<file path="config.mk">
export PLATFORM = sky130hd
export DESIGN_NAME = if_stage
export DESIGN_NICKNAME = d
export VERILOG_FILES = /design/src/rtl/if_stage_pkg.sv /design/src/rtl/if_stage.sv
export SDC_FILE = /design/constraint.sdc
export NUM_CORES = 1
export LEC_CHECK = 0
export CAP_MARGIN = 20
export CORE_ASPECT_RATIO = 0.9
export CORE_MARGIN = 2
export CORE_UTILIZATION = 49
export DETAILED_ROUTE_END_ITERATION = 6
export HOLD_SLACK_MARGIN = 0.03
export PLACE_DENSITY = 0.85
export SLEW_MARGIN = 20
export SYNTH_ARGS = -nofsm -noshare
export SYNTH_HDL_FRONTEND = slang
export SYNTH_SLANG_ARGS = --single-unit
export TNS_END_PERCENT = 1
</file>
<file path="constraint.sdc">
create_clock -name clk -period 4.2 [get_ports clk]
set_input_delay 0.63 -clock clk [delete_from_list [all_inputs] [get_ports clk]]
set_output_delay 0.63 -clock clk [all_outputs]
set_load 0.01 [all_outputs]
</file>
<file path="src/rtl/if_stage_pkg.sv">
`default_nettype none
// ============================================================================
// Module      : if_stage_pkg
// Description : Shared fetch-stage definitions: NOP encoding, reset vector,
//               fetch-state encoding and an alignment helper.
// Revision    : 1.0
// ============================================================================
package if_stage_pkg;

    localparam logic [31:0] C_RESET_PC = 32'h0000_0000;
    localparam logic [31:0] C_NOP_INST = 32'h0000_0013;  // addi x0,x0,0
    localparam logic [31:0] C_PC_STEP  = 32'd4;

    typedef enum logic [1:0] {
        ST_BOOT = 2'd0,
        ST_RUN  = 2'd1,
        ST_HALT = 2'd2
    } if_state_e;

    function automatic logic is_word_aligned(input logic [31:0] addr);
        return (addr[1:0] == 2'b00);
    endfunction

endpackage : if_stage_pkg
`default_nettype wire

</file>
<file path="src/rtl/if_stage.sv">
`default_nettype none
// ============================================================================
// Module      : if_stage
// Description : Instruction-fetch stage with PC, IF/ID register, redirect,
//               stall and misaligned-target halt handling.
// Revision    : 1.0
// ============================================================================
module if_stage
    import if_stage_pkg::*;
#(
    parameter logic [31:0] RESET_PC = C_RESET_PC,
    parameter logic [31:0] NOP_INST = C_NOP_INST
) (
    input  logic        clk,
    input  logic        rst,
    output logic [31:0] inst_addr_o,
    output logic        inst_ce_o,
    input  logic [31:0] inst_i,
    input  logic        stall_i,
    input  logic        flush_i,
    input  logic [31:0] target_i,
    output logic [31:0] id_pc_o,
    output logic [31:0] id_inst_o,
    output logic        id_valid_o,
    output logic        misalign_o,
    output logic [31:0] fetch_cnt_o
);

    if_state_e   r_state;
    logic [31:0] r_pc;
    logic [31:0] r_id_pc;
    logic [31:0] r_id_inst;
    logic        r_id_valid;
    logic        r_misalign;
    logic [31:0] r_fetch_cnt;

    logic [31:0] w_pc_inc;
    logic        w_target_ok;

    assign w_pc_inc    = r_pc + C_PC_STEP;
    assign w_target_ok = is_word_aligned(target_i);

    // Memory is only enabled while actually fetching; reset gates it at once.
    assign inst_ce_o   = (r_state == ST_RUN) && !rst;
    assign inst_addr_o = r_pc;
    assign id_pc_o     = r_id_pc;
    assign id_inst_o   = r_id_inst;
    assign id_valid_o  = r_id_valid;
    assign misalign_o  = r_misalign;
    assign fetch_cnt_o = r_fetch_cnt;

    always_ff @(posedge clk) begin
        if (rst) begin
            r_state     <= ST_BOOT;
            r_pc        <= RESET_PC;
            r_id_pc     <= 32'd0;
            r_id_inst   <= NOP_INST;
            r_id_valid  <= 1'b0;
            r_misalign  <= 1'b0;
            r_fetch_cnt <= 32'd0;
        end else begin
            case (r_state)
                ST_BOOT: begin
                    r_state <= ST_RUN;
                    r_pc    <= RESET_PC;
                end
                ST_RUN: begin
                    if (flush_i) begin
                        // Redirect squashes the wrong-path word fetched this cycle.
                        r_id_inst  <= NOP_INST;
                        r_id_valid <= 1'b0;
                        if (w_target_ok) begin
                            r_pc <= target_i;
                        end else begin
                            r_misalign <= 1'b1;
                            r_state    <= ST_HALT;
                        end
                    end else if (!stall_i) begin
                        r_id_pc     <= r_pc;
                        r_id_inst   <= inst_i;
                        r_id_valid  <= 1'b1;
                        r_pc        <= w_pc_inc;
                        r_fetch_cnt <= r_fetch_cnt + 32'd1;
                    end
                end
                ST_HALT: begin
                    r_id_inst  <= NOP_INST;
                    r_id_valid <= 1'b0;
                end
                default: begin
                    r_state    <= ST_HALT;
                    r_id_inst  <= NOP_INST;
                    r_id_valid <= 1'b0;
                end
            endcase
        end
    end

endmodule : if_stage
`default_nettype wire

</file>
==> flow_summary.json <==
{
  "dpl.hpwl_um": 12400,
  "numCtsBuffers": 17,
  "cp_max_fo": 42,
  "grt_max_degree": 75,
  "power_density_nw_per_um2": 370,
  "drtAntennaViolNets": 0,
  "avgSynthCellArea_um2": 8.29,
  "clock_sinks": 132,
  "post_cts_buffers": 0,
  "fp-row-count": 37,
  "fin_worst_skew_ns": 0.00567,
  "arrival_ns": 3.18,
  "crit_path_start_kind": "input pin",
  "wirelength_um": 18600,
  "io_buffers": 198,
  "synth_seq_cells": 132,
  "fp.dieH_um": 107,
  "cp_cell_sequence": "clkdlybuf4s50_1, buf_4, nor3b_1, nor2_1, nor3_1, clkbuf_2, o21ai_0, o22ai_1",
  "grt_use_total": 0.286,
  "fill_cells": 846,
  "grt_pass1_vias": 5843,
  "drt-initial-drc-count": 763,
  "drcViolationCount": 0,
  "htree_levels": 4,
  "critPathKind": "in -> reg",
  "final_nets": 947,
  "clkLatencyLatePin_ns": 0.42,
  "rsz0062_at_grt": "false",
  "tightest_slew_ns": 1.01,
  "avgRoutedWirePerCell_um": 17.8,
  "synth.largest_area_cell": "dfxtp_1",
  "synth_edf_count": 0,
  "cts-root-buf": "clkbuf_16",
  "outcome": "finished, final reports clean",
  "gp_congestion": 0.915,
  "hold_violations": 0,
  "cap_violations": 0,
  "post_cts_resized": 0,
  "drive_gt1_frac": 0.0663,
  "viasPerCell": 5.90,
  "cp-end-kind": "flip-flop",
  "netlist_top_cells_count": "132 x dfxtp_1, 98 x nand2_1, 86 x nor2_1",
  "comb_power_share": 0.082,
  "area_growth_syn_to_layout_pct": 45.1,
  "finalSetupViolations": 0,
  "seqPwrFrac": 0.414,
  "timing.setup.tns_ns": 0,
  "yosys-top-cells-area": "dfxtp_1 45%, nand2_1 6.3%, nor2_1 5.5%",
  "core_um2": 11500,
  "crit_slowest_cell": "clkdlybuf4s50_1",
  "power.switching_uw": 701,
  "layout_min_cycle_time_ns": 2.85,
  "cts_buffer_depth": 2,
  "syn_area_um2": 5830,
  "pwr-share-clk": 0.504,
  "synth.most_common_cell": "dfxtp_1",
  "yosysUniqueCellTypes": 62,
  "max_freq_mhz": 351,
  "hold_buffers": 0,
  "synth_top_area_share": 0.453,
  "slowest_delay_ns": 0.56,
  "ir_drop_mv": 0.323,
  "p_total_uw": 3130,
  "syn_inst": 703,
  "cts_tree": "done",
  "syn_nets": 773,
  "dieArea_um2": 12800,
  "slew_headroom": 0.324,
  "diodes": 0,
  "power.internal_uw": 2430,
  "p_leak_uw": 0.00286,
  "synthFlopType": "dfxtp_1",
  "vias": 6168,
  "firstDrtPassIters": 6,
  "synthArstFlopShare": 0,
  "final-max-slew-violation-count": 0,
  "swShare": 0.224,
  "initial_core_util": 0.506,
  "clkTransAtPathRegs_ns": 0.05,
  "grt.overflow.total": 0,
  "die_x_um": 119,
  "cp_num_buf_inv": 3,
  "worst_path_dominant_cell_family": "buffers and inverters",
  "hold_class": "reg -> reg",
  "synth_warnings": 0,
  "antenna_found_initial": 0,
  "io_pins": 199,
  "seq_area_frac_synth": 0.453,
  "critPathRequiredTime_ns": 4.53,
  "grt_pass1_wl_um": 29100,
  "period_share": 0.679
}
[worst reg2reg max path: cells and delay by family (launching register included)]
family        cells  cell delay [ns]
buf+inv           1             0.70
xor+xnor          1             0.17
simple gates      4             1.13
flops             1             0.56
[flip-flops by register name, summed over array words and instances (netlist names)]
register / count
id_pc_o: 32
id_valid_o: 1
inst_addr_o: 32
r_state: 2
id_inst_o: 32
fetch_cnt_o: 32
misalign_o: 1
[placed cells by master (no fill, tap or decap), types with 4 or more instances in the layout]
cell             instances
bufinv_16                4
and2_1                   6
o21ai_0                 25
clkbuf_16               17
a31oi_1                  6
o22ai_1                 11
buf_4                    6
a21oi_1                 58
dfxtp_1                132
clkdlybuf4s50_1        197
and4_1                   5
nor3_1                  14
nor2_1                  86
clkinv_2                 5
and3_1                  10
o31ai_1                  8
nand4_1                 24
xnor2_1                 20
nor4_1                  10
inv_1                   13
nand2_1                 98
nand3_1                 15
a22oi_1                 42
xor2_1                  12
[per-stage QoR]
step / area (um2) / worst slack [ns] / std cells / util / hold WS [ns]
2_1_floorplan: 5830 / 2.21 / 703 / - / 0.481
3_3_place_gp: 7820 / 1.00 / 1013 / 0.679 / 0.442
3_5_place_dp: 7830 / 0.839 / 1013 / 0.679 / 0.447
4_1_cts: 8460 / 1.10 / 1045 / 0.734 / 0.454
5_1_grt: 8460 / 1.03 / 1046 / 0.734 / 0.470
6_report: 8460 / 1.35 / 1046 / 0.734 / 0.452
[path summary, 6_finish.rpt]
check | from | endpoint | slack [ns] | depth (start not counted)
hold reg to reg | id_pc_o[6] | id_pc_o[6] | 0.45 | 2
hold / removal | id_pc_o[6] | id_pc_o[6] | 0.45 | 2
setup reg to reg | r_state[0] | fetch_cnt_o[15] | 1.52 | 6
setup / recovery | flush_i | inst_addr_o[22] | 1.35 | 8
[cell families (layout without fill, tap and decap cells)]
group	after synthesis	after routing	synth area share
muxes	3	3	0.00515
DFF	132	132	0.453
buffers and inverters	62	249	0.0468
xor gates and xnor gates	32	32	0.0481
AOI/OAI and AO/OA	175	175	0.191
adders and majority gates	2	2	0.00429
and+or+nand+nor	297	297	0.252
[routing by layer]
| layer | share of wire | up-vias | global-route usage |
|---|---|---|---|
| li1 | - | 2853 | - |
| met1 | 0.41 | 2926 | 0.358 |
| met2 | 0.47 | 342 | 0.456 |
| met3 | 0.093 | 47 | 0.0853 |
| met4 | 0.027 | 0 | 0.131 |
| met5 | 0 | - | 0 |
[power by group through the flow]
| stage | registers (uW) | clock network [uW] | logic (uW) |
|---|---|---|---|
| 2_1_floorplan | 1320 | 0 | 120 |
| 3_3_place_gp | 1320 | 0 | 245 |
| 3_5_place_dp | 1320 | 0 | 252 |
| 4_1_cts | 1290 | 1590 | 255 |
| 5_1_grt | 1300 | 1640 | 274 |
| 6_report | 1300 | 1580 | 257 |
[area by class of cell]
class,instances,area [um2],share of cell area
multi-input combinational,509,2930,0.346
clock buffer,22,474,0.0560
timing repair buffer,204,2020,0.239
clock inverter,10,153,0.0180
sequential,132,2640,0.312
tap,156,195,0.0231
inverter,13,48.8,0.00577
Power figures use the tool's default switching activity.
